File: src/rtl/alu_share_arb_pkg.sv
// ---------------------------------------------------------------------------
// alu_share_arb_pkg
// Shared definitions for the two-requester LUI/SLT/SLTU arbiter:
//   - aluc operation encodings used by requesters and the datapath
//   - requester id constants carried on rsp_id
//   - the enum tracking which requester was granted last
// No ports (package).
// ---------------------------------------------------------------------------
package alu_share_arb_pkg;

    // Operation encodings on reqN_aluc. Both 00 and 01 select LUI.
    localparam logic [1:0] ALUC_LUI     = 2'b00;
    localparam logic [1:0] ALUC_LUI_ALT = 2'b01;
    localparam logic [1:0] ALUC_SLTU    = 2'b10;
    localparam logic [1:0] ALUC_SLT     = 2'b11;

    // Requester ids as they appear on rsp_id.
    localparam logic REQ_ID0 = 1'b0;
    localparam logic REQ_ID1 = 1'b1;

    // Last-granted requester. Reset value LRG_REQ1 lets requester 0 win the
    // first contention.
    typedef enum logic {
        LRG_REQ0 = 1'b0,
        LRG_REQ1 = 1'b1
    } lrg_e;

endpackage

File: src/rtl/alu_share_arb_cmp_lui_unit.sv
// ---------------------------------------------------------------------------
// cmp_lui_unit
// Purely combinational shared datapath: LUI, SLTU and SLT.
// Ports:
//   a    [DW-1:0] in   first operand (ignored for LUI)
//   b    [DW-1:0] in   second operand
//   aluc [1:0]    in   operation select (see alu_share_arb_pkg)
//   r    [DW-1:0] out  result; compare results occupy bit 0 only
// ---------------------------------------------------------------------------
module cmp_lui_unit
    import alu_share_arb_pkg::*;
#(
    parameter int DW = 32
) (
    input  logic [DW-1:0] a,
    input  logic [DW-1:0] b,
    input  logic [1:0]    aluc,
    output logic [DW-1:0] r
);

    logic [DW-1:0] luiVal;
    logic          ltUnsigned;
    logic          ltSigned;

    // LUI places the low half-word of b in the upper 16 bits of a 32-bit
    // word, so the shift is done on a 32-bit value and then sized to DW.
    assign luiVal = DW'({b[15:0], 16'h0000});

    // Signed less-than reuses the unsigned comparator: when signs differ the
    // negative operand (a's sign bit set) is the smaller one, otherwise the
    // two's-complement order matches the unsigned order.
    assign ltUnsigned = (a < b);
    assign ltSigned   = (a[DW-1] != b[DW-1]) ? a[DW-1] : ltUnsigned;

    // Select the result for the requested operation; comparisons return 0/1
    // with all upper bits cleared.
    always_comb begin
        r = '0;
        case (aluc)
            ALUC_LUI, ALUC_LUI_ALT: r    = luiVal;
            ALUC_SLTU:              r[0] = ltUnsigned;
            ALUC_SLT:               r[0] = ltSigned;
            default:                r    = '0;
        endcase
    end

endmodule

File: src/rtl/alu_share_arb.sv
// ---------------------------------------------------------------------------
// alu_share_arb
// Two requesters share one LUI/SLT/SLTU datapath through a round-robin
// arbiter. The granted operation is evaluated combinationally and captured
// in a single result register (1-cycle latency, 1 op/cycle throughput).
// Ports:
//   clk, rst_n                 clock, synchronous active-low reset
//   reqN_valid/a/b/aluc        requester N operation (held until accepted)
//   reqN_ready                 requester N accepted this cycle
//   rsp_valid/rsp_id/rsp_data  held result, issuing requester, result value
//   rsp_ready                  consumer takes the result this cycle
//   gnt0_cnt, gnt1_cnt [CW]    per-requester acceptance counters, present
//                              only when ALU_SHARE_ARB_CNT_EN is defined
// Optional feature macro: ALU_SHARE_ARB_CNT_EN
// ---------------------------------------------------------------------------
module alu_share_arb
    import alu_share_arb_pkg::*;
#(
    parameter int DW = 32,
    parameter int CW = 16
) (
    input  logic          clk,
    input  logic          rst_n,
    input  logic          req0_valid,
    input  logic [DW-1:0] req0_a,
    input  logic [DW-1:0] req0_b,
    input  logic [1:0]    req0_aluc,
    output logic          req0_ready,
    input  logic          req1_valid,
    input  logic [DW-1:0] req1_a,
    input  logic [DW-1:0] req1_b,
    input  logic [1:0]    req1_aluc,
    output logic          req1_ready,
    output logic          rsp_valid,
    output logic          rsp_id,
    output logic [DW-1:0] rsp_data,
    input  logic          rsp_ready
`ifdef ALU_SHARE_ARB_CNT_EN
    ,
    output logic [CW-1:0] gnt0_cnt,
    output logic [CW-1:0] gnt1_cnt
`endif
);

    logic          rsp_valid_q, rsp_valid_d;
    logic          rsp_id_q, rsp_id_d;
    logic [DW-1:0] rsp_data_q, rsp_data_d;
    lrg_e          lrg_q, lrg_d;

    logic          regFree;
    logic          gnt0;
    logic          gnt1;
    logic          accept;
    logic          gntId;
    logic [DW-1:0] opA;
    logic [DW-1:0] opB;
    logic [1:0]    opAluc;
    logic [DW-1:0] aluR;

    // Grant decision. The result register can take a new value when it is
    // empty or being drained this cycle. With a single valid requester it
    // simply wins; with both valid the one that was not granted last wins.
    // Reset suppresses all grants so nothing is accepted while rst_n is low.
    always_comb begin
        regFree = !rsp_valid_q || rsp_ready;
        gnt0    = 1'b0;
        gnt1    = 1'b0;
        if (rst_n && regFree) begin
            if (req0_valid && req1_valid) begin
                if (lrg_q == LRG_REQ1) begin
                    gnt0 = 1'b1;
                end else begin
                    gnt1 = 1'b1;
                end
            end else begin
                gnt0 = req0_valid;
                gnt1 = req1_valid;
            end
        end
        accept = gnt0 | gnt1;
        gntId  = gnt1 ? REQ_ID1 : REQ_ID0;
    end

    assign req0_ready = gnt0;
    assign req1_ready = gnt1;

    // Steer the granted requester's operands into the shared datapath.
    assign opA    = gnt1 ? req1_a    : req0_a;
    assign opB    = gnt1 ? req1_b    : req0_b;
    assign opAluc = gnt1 ? req1_aluc : req0_aluc;

    cmp_lui_unit #(
        .DW(DW)
    ) u_cmp_lui_unit (
        .a   (opA),
        .b   (opB),
        .aluc(opAluc),
        .r   (aluR)
    );

    // Result register next state. An acceptance always loads a fresh result
    // (even while the old one is draining, giving back-to-back throughput);
    // otherwise a drain empties the register; otherwise everything holds.
    // The round-robin pointer only moves on acceptance.
    always_comb begin
        rsp_valid_d = rsp_valid_q;
        rsp_id_d    = rsp_id_q;
        rsp_data_d  = rsp_data_q;
        lrg_d       = lrg_q;
        if (accept) begin
            rsp_valid_d = 1'b1;
            rsp_id_d    = gntId;
            rsp_data_d  = aluR;
            lrg_d       = lrg_e'(gntId);
        end else if (rsp_ready) begin
            rsp_valid_d = 1'b0;
        end
    end

    // State register with synchronous reset; reset discards any held result
    // and arms the pointer so requester 0 wins the first contention.
    always_ff @(posedge clk) begin
        if (!rst_n) begin
            rsp_valid_q <= 1'b0;
            rsp_id_q    <= REQ_ID0;
            rsp_data_q  <= '0;
            lrg_q       <= LRG_REQ1;
        end else begin
            rsp_valid_q <= rsp_valid_d;
            rsp_id_q    <= rsp_id_d;
            rsp_data_q  <= rsp_data_d;
            lrg_q       <= lrg_d;
        end
    end

    assign rsp_valid = rsp_valid_q;
    assign rsp_id    = rsp_id_q;
    assign rsp_data  = rsp_data_q;

`ifdef ALU_SHARE_ARB_CNT_EN
    logic [CW-1:0] gnt0_cnt_q, gnt0_cnt_d;
    logic [CW-1:0] gnt1_cnt_q, gnt1_cnt_d;

    // Acceptance counters; they wrap naturally at 2^CW.
    always_comb begin
        gnt0_cnt_d = gnt0_cnt_q;
        gnt1_cnt_d = gnt1_cnt_q;
        if (gnt0) begin
            gnt0_cnt_d = gnt0_cnt_q + CW'(1);
        end
        if (gnt1) begin
            gnt1_cnt_d = gnt1_cnt_q + CW'(1);
        end
    end

    // Counter registers, cleared by reset.
    always_ff @(posedge clk) begin
        if (!rst_n) begin
            gnt0_cnt_q <= '0;
            gnt1_cnt_q <= '0;
        end else begin
            gnt0_cnt_q <= gnt0_cnt_d;
            gnt1_cnt_q <= gnt1_cnt_d;
        end
    end

    assign gnt0_cnt = gnt0_cnt_q;
    assign gnt1_cnt = gnt1_cnt_q;
`endif

endmodule

File: config.mk
export PLATFORM = sky130hd
export DESIGN_NAME = alu_share_arb
export DESIGN_NICKNAME = d
export VERILOG_FILES = /design/src/rtl/alu_share_arb_pkg.sv /design/src/rtl/alu_share_arb_cmp_lui_unit.sv /design/src/rtl/alu_share_arb.sv
export SDC_FILE = /design/constraint.sdc
export NUM_CORES = 1
export LEC_CHECK = 0
export BUFFER_PORTS_ARGS = -buffer_cell sky130_fd_sc_hd__clkbuf_2
export CORE_MARGIN = 10
export CORE_UTILIZATION = 45
export CTS_BUF_LIST = sky130_fd_sc_hd__clkbuf_8 sky130_fd_sc_hd__clkbuf_16
export CTS_CLUSTER_SIZE = 14
export DETAILED_ROUTE_END_ITERATION = 8
export PLACE_DENSITY_LB_ADDON = 0.15
export SLEW_MARGIN = 0
export SYNTH_ARGS = -nofsm -noshare
export SYNTH_HDL_FRONTEND = slang
export SYNTH_SLANG_ARGS = --single-unit
export TNS_END_PERCENT = 30
File: constraint.sdc
create_clock -name clk -period 7.7 [get_ports clk]
set_clock_uncertainty 0.15 [all_clocks]
set_input_delay 1.54 -clock clk [delete_from_list [all_inputs] [get_ports clk]]
set_output_delay 1.54 -clock clk [all_outputs]
set_load 0.005 [all_outputs]
==> metrics.md, run 1 <==
| Metric | Value |
|---|---|
| Synth cell types | 38 |
| Tot Pwr | ~0.35 mW |
| Core Area | a little over 5000 um2 |
| RSZ-0062 raised after global routing | no |
| DRT iter0 DRCs | 73 |
| Power Density | around 110 nW/um2 |
| Hold path depth | 2 |
| Final Hold Viols | 0 |
| Resized cells post-CTS | 0 |
| CP endpoint kind | output port |
| Critical path class | input port to output port |
| Crit path max fanout | 52 |
| Area leader, netlist | dfxtp_1 |
| First-pass GRT wire length | between 10 and 15 mm |
| Antenna cell count | 0 |
| Final Cell Area | roughly 3200 um2 |
| Min-delay src | rsp_id |
| Outcome | finished, final reports clean |
| Setup Viol. Count Final | 0 |
| Metal2 WL | 3.975 mm |
| Cells after Synth | 330 |
| Postcts setup bufs | 0 |
| Post-DP HPWL | about 6.8 mm |
| Number of port buffers | between 150 and 200 |
| Pin count of the biggest net entering global routing | 53 |
| DR vias | between 2000 and 3000 |
| Hold buffer count at CTS | 0 |
| Worst-Margin Slew | around 850 ps |
| Antenna Nets Post-Route | 0 |
| Inserted Clock Buffers | 3 |
| Chip width | roughly 93 um |
| Initial antenna violation count | 0 |
| Register area share after synthesis | between 10% and 20% |
| Via density | 4.851 |
| CTS max path bufs | 2 |
| Mapped Area | approximately 2400 um2 |
| Max_cap viols | 0 |
| FF-to-FF path depth | 11 |
| Die H | a little over 90 um |
| WL per Instance | roughly 14 um |
| Share of cells above drive strength 1 | a little over a third |
| Final worst path period need | ~5300 ps |
| Drt first pass iters | 4 |
| Final core occ | about three fifths |
| Hold worst-path end | rsp_id |
| Most frequent cells in the layout | clkbuf_2, nand2_1, mux2i_1 |
| Syn_area_per_cell | 7.295 um2 |
| Total track usage | around 17% |
| Uppermost routed layer | met4 |
| Synth top area share | between 15 and 20% |
| CTS clk-pin slew, worst paths | ~70 ps |
| Top post-synthesis cells by area | dfxtp_1, ha_1, nand2_1, mux2i_1, a21oi_1 |
| CTS Sinks | 20 |
| Total routed wirelength | approximately 7.9 mm |
| Layout area overhead | 32.22% |
| P_leak | approximately 1.8 nW |
| Maximum vdd ir drop | between 0.00008 and 0.00009 V |
| Fmax | about 190 MHz |
| Rel. slew slack | a little over two fifths |
| Die area | roughly 8700 um2 |
| GR Overflow Total | 0 |
| WL met3 | between 600 and 700 um |
| Total Neg Setup Slack | 0 ps |
| Clk_lat worst skew | approximately 250 ps |
| Met1 wire length | between 3 and 4 mm |
| Initial Util | a little under half |
| R2R Path Start | rsp_valid |
| WP data required | ~6000 ps |
| FP Rows | 26 |
| CP arrival | 3570 ps |
| Final clock period utilization by the worst path | roughly 68% |
| H-tree depth | 1 |
| Yosys reg bits | 20 |
| YS warnings | 0 |
| Root Buffer | clkbuf_8 |
| Most common cell after layout, fill and taps aside | clkbuf_2 |
| Worst Hold Class | flip-flop to flip-flop |
| Drc violations | 0 |
| Fin nets | about 640 |
| R2R setup slack | between 3000 and 4000 ps |
| CTS tree | built |
| I/O pin total | 173 |
| Gpl congestion | ~0.8 |
| Reg-to-reg endpoint | rsp_data[0] |
| Cell Area, Placed | 3128 um2 |
| CP Launch Type | input port |
| Vias in the first global route | ~2700 |
| Slew Viols, Final | 0 |
sequential cells by signal (all words and copies together), names as in the netlist:
name / cells
rsp_valid: 1
rsp_data: 17
lrg_q: 1
rsp_id: 1
per-layer routing:
| layer | vias to the layer above | global-route usage (%) |
|---|---|---|
| met2 | 102 | 31.95 |
| met1 | 1130 | 18.00 |
| li1 | 1410 | - |
| met5 | - | 0 |
| met4 | 0 | 1.157 |
| met3 | 2 | 6.395 |
worst max-delay path, stage by stage:
cell,delay [ps]
clkbuf_2,330
nand4_4,720
inv_6,690
clkbuf_2,210
per-stage QoR:
stage,hold WS [ps],instances,worst slack [ps]
6_report,337.0,545,2443
5_1_grt,355.7,545,2268
4_1_cts,332.0,545,2440
3_5_place_dp,322.1,541,2446
3_3_place_gp,302.4,541,2462
2_1_floorplan,310.0,344,3592
where the power goes:
group,internal (mW),total (mW),switching [mW],leakage [nW]
Combinational,0.0763,0.158,0.0812,1.60
Sequential,0.109,0.113,0.00365,0.163
Clock,0.0455,0.0789,0.0334,0.0288
Total,0.231,0.349,0.118,1.79
cells in the mapped netlist (all sizes together):
master,n
nand3,3
nor2,5
dfxtp,20
clkbuf,8
o22ai,1
o21ai,9
o2111a,1
nor4,2
nand2,100
mux2i,33
a21o,1
mux2,2
nand2b,3
nand4,6
o41ai,1
a31o,1
o31ai,1
nor3,17
a21boi,2
o2111ai,1
nor2b,19
buf,23
conb,1
a21oi,25
o211ai,3
a211oi,5
ha,31
inv,5
a31oi,1
cell type report:
type / count / area [um2]
fillers: 495 / 1957
flip-flops and latches: 20 / 400.4
inverters: 5 / 23.77
repair buffers: 158 / 793.3
multi-input cells: 288 / 1823
clock buffers: 4 / 55.05
well taps: 70 / 87.58
cell families (layout without fill, tap and decap cells):
logic type,after synthesis,count (layout),synth area share (%)
buffers and inverters,36,167,9.823
multiplexers,35,35,14.81
AND/OR/NAND/NOR,155,155,29.37
adder cells (fa/ha/maj),31,31,16.11
AO/OA/AOI/OAI,52,52,13.10
other,1,15,0.1558
flip-flops,20,20,16.63
how the worst max path moves through the flow:
stage | cells past startpoint | to | slack, ps | from
final | 4 | req1_ready | 2440 | rst_n
after detailed placement | 4 | req1_ready | 2450 | rst_n
after global placement | 4 | req1_ready | 2460 | rst_n
after floorplan | 6 | req1_ready | 3590 | rsp_ready
after global routing | 4 | req1_ready | 2270 | rst_n
after CTS | 4 | req1_ready | 2440 | rst_n
No activity file was read; power rests on OpenSTA's default activity.
==> run 2: changes to the inputs <==
- ABC_AREA: default -> 1
- CORE_UTILIZATION: 45 -> 42
- clock period: 7.7 -> 4.9 ns (I/O delays scaled with it)
==> metrics.md, run 2 <==
| Metric | Value |
|---|---|
| Rel. slew slack | 63.99% (+20 points) |
| Switching Fraction | 35.51% (+1.6 points) |
| Antenna Nets Post-Route | 0 (unchanged) |
| Core Area | 5574 um2 (+8.4%) |
| WP data required | 4940 ps (-1070 ps) |
| Most frequent cells in the layout | nand2_1, clkbuf_2, a21oi_1, ha_1, inv_1 |
| Resized cells post-CTS | 0 (unchanged) |
| Worst-Margin Slew | 538.9 ps (-306.7 ps) |
| Final Hold Viols | 0 (unchanged) |
| Area leader, netlist | nand2_1 |
| Logic pwr share | 47.5% (+2.4 points) |
| Pin count of the biggest net entering global routing | 43 (-19%) |
| Register area share after synthesis | 16.33% (-0.30 points) |
| Total routed wirelength | 8.001 mm (+1.5%) |
| Layout area overhead | 31.80% |
| Cell mode on critical path | nand2_1 |
| FF+latch area | 400.4 um2 (unchanged) |
| Chip width | 96.40 um (+3.5%) |
| Drt first pass iters | 4 (unchanged) |
| DR vias | 2810 (+6.3%) |
| Final worst path period need | about 3800 ps |
| Initial antenna violation count | 0 (unchanged) |
| Drc violations | 0 (unchanged) |
| Top-count cell post-synth | nand2_1 |
| Share of cells above drive strength 1 | 34.84% (-0.74 points) |
| Footprint of the multi-input gates | 1793 um2 (-1.6%) |
| I/O pin total | 173 (unchanged) |
| Setup Viol. Count Final | 0 (unchanged) |
| P_leak | 2.007 nW (+12%) |
| Root Buffer | clkbuf_8 |
| Top FF cell, synth | dfxtp_1 |
| Final clock period utilization by the worst path | between 70% and 80% |
| Gpl congestion | 0.8773 (+9.7%) |
| Final Cell Area | 3231 um2 (+1.5%) |
| Total track usage | 16.32% (-0.57 points) |
| P_sw | 0.1900 mW (+61%) |
| Cell Area, Placed | 3189 um2 (+2.0%) |
| CTS tree | built |
| Cell Int Power | 0.3450 mW (+49%) |
| GR Overflow Total | 0 (unchanged) |
| Yosys reg bits | 20 (unchanged) |
| Largest register FFs | 17 (unchanged) |
| Hold path depth | 2 (unchanged) |
| RSZ-0062 raised after global routing | no |
| Syn_area_per_cell | 6.334 um2 (-13%) |
| Asr flop ratio synth | 0% (unchanged) |
| Final core occ | 57.96% (-4.0 points) |
| Clk_lat worst skew | 250 ps (about the same) |
| Worst Hold Class | flip-flop to flip-flop |
| Critical path class | input port to flip-flop |
| Power Density | 165.6 nW/um2 (+51%) |
| CP Launch Type | input port |
| Via density | 4.660 (-3.9%) |
| Top post-synthesis cells by area | nand2_1, dfxtp_1, ha_1, mux2i_1, a21oi_1 |
| Mapped Area | 2451 um2 (+1.8%) |
| Crit path max fanout | 31 (-40%) |
| Max_cap viols | 0 (unchanged) |
| Synth top area share | 25.27% (+8.6 points) |
| Clock share of power | 19.4% (-3.2 points) |
| Total Neg Setup Slack | 0 ps (unchanged) |
| Initial Util | 43.97% (-2.9 points) |
| Tot Pwr | 0.5350 mW (+53%) |
| Seq pwr share | 33.0% (+0.7 points) |
| Fmax | ~260 MHz |
| Filler-free cell count of the finished design | 603 (+11%) |
| Postcts setup bufs | 0 (unchanged) |
| Die area | 9292 um2 (+7.1%) |
| Antenna cell count | 0 (unchanged) |
| WL per Instance | 13.27 um (-8.3%) |
| Post-synth EDFFs | 0 (unchanged) |
| Outcome | finished, final reports clean |
| First-pass GRT wire length | 12.48 mm (+0.34%) |
| CP max stage cell | inv_2 |
| CTS Sinks | 20 (unchanged) |
| FP Rows | 27 (+3.8%) |
| # fillers | 594 (+20%) |
| YS warnings | 0 (unchanged) |
| Die H | 96.40 um (+3.5%) |
| Critical Path, Cell by Cell | clkbuf_2 > inv_2 > a21oi_4 > nand2_4 > inv_2 > buf_4 > or2_1 > o21ai_1 > ha_1 > a21oi_1 > nor2_1 > a211oi_1 > nand2_1 > nand2_1 > nand2_1 > nand2_1 > nand2_1 > nand2_1 > nand2_1 > a21oi_2 |
| CP endpoint kind | flip-flop |
| Maximum vdd ir drop | 0.0001097 V (+27%) |
| Most common cell after layout, fill and taps aside | nand2_1 |
| Inserted Clock Buffers | 3 (unchanged) |
| Cells after Synth | 387 (+17%) |
| CP peak stage delay | 470 ps (-250 ps) |
| CP arrival | 3890 ps (+320 ps) |
| CTS max path bufs | 2 (unchanged) |
| Slew Viols, Final | 0 (unchanged) |
| CTS clk-pin slew, worst paths | 70 ps (about the same) |
| FF-to-FF path depth | 18 (+7) |
| Number of port buffers | 157 (unchanged) |
| H-tree depth | 1 (unchanged) |
| Fin nets | 701 (+8.9%) |
| Post-DP HPWL | 7.132 mm (+5.2%) |
| Top cells by count, synth | nand2_1, a21oi_1, ha_1 |
| Vias in the first global route | 2865 (+5.3%) |
| Synth cell types | 34 (-11%) |
| DRT iter0 DRCs | 65 (-11%) |
| Hold buffer count at CTS | 0 (unchanged) |
| Post-Place Cells | 600 (+11%) |
## run 2: cell count changes after synthesis, sizes merged, moves of 8 or more
cell / change
mux2i: -17
nor2b: -19
inv: +23
or2: +13
o21ai: +8
nor3: -14
a21oi: +9
nand2: +66
## run 2: area by class of cell
type / instances / share of cell area, %
repair buffers: 159 / 24.79
inverters: 28 / 3.253
clock buffers: 3 / 1.278
multi-input cells: 321 / 55.50
well taps: 72 / 2.789
flip-flops and latches: 20 / 12.39
## run 2: through the flow
| step | setup slack, ps | hold slack [ps] |
|---|---|---|
| floorplan | 1710 | 306.6 |
| global placement | 924.0 | 303.6 |
| detailed placement | 787.8 | 306.9 |
| CTS | 1039 | 317.4 |
| global route | 646.9 | 344.7 |
| finish | 1051 | 315.2 |
## run 2: power groups by stage
stage	combinational (mW)	sequential [mW]	clock [mW]
floorplan	0.172	0.181	0
global placement	0.253	0.180	0
detailed placement	0.257	0.180	0
CTS	0.258	0.177	0.105
global route	0.297	0.178	0.113
finish	0.254	0.177	0.104
## run 2: final timing paths
| kind | from | to | slack [ps] |
|---|---|---|---|
| worst max-delay path | rst_n | rsp_data[0] | 1050 |
| worst min-delay path | rsp_data[25] | rsp_data[25] | 320 |
| worst max register to register | rsp_valid | rsp_data[0] | 1690 |
| worst min register to register | rsp_data[25] | rsp_data[25] | 320 |
## run 2: cells by family (layout without fill, tap and decap cells)
logic type | after synthesis | in the layout | share of synthesized area, %
AND/OR/NAND/NOR | 201 | 201 | 34.35
buffers and inverters | 60 | 190 | 12.66
AO/OA/AOI/OAI | 58 | 58 | 14.14
adder cells (fa/ha/maj) | 31 | 31 | 15.82
flip-flops | 20 | 20 | 16.33
multiplexers | 16 | 16 | 6.534
other | 1 | 15 | 0.1530
## run 2: worst max-delay path, delay by kind of cell
kind / cells / cell delay (ps)
buffers and inverters: 4 / 1020
and+or+nand+nor: 10 / 810
AOI/OAI and AO/OA: 5 / 720
adders and majority gates: 1 / 340
## run 2: routing by layer
| layer | global-route usage [%] | part of all wire (%) | vias to the layer above |
|---|---|---|---|
| li1 | - | - | 1511 |
| met1 | 18.64 | 40 | 1188 |
| met2 | 29.09 | 48 | 106 |
| met3 | 5.860 | 11 | 5 |
| met4 | 2.421 | 0.50 | 0 |
| met5 | 0 | 0 | - |
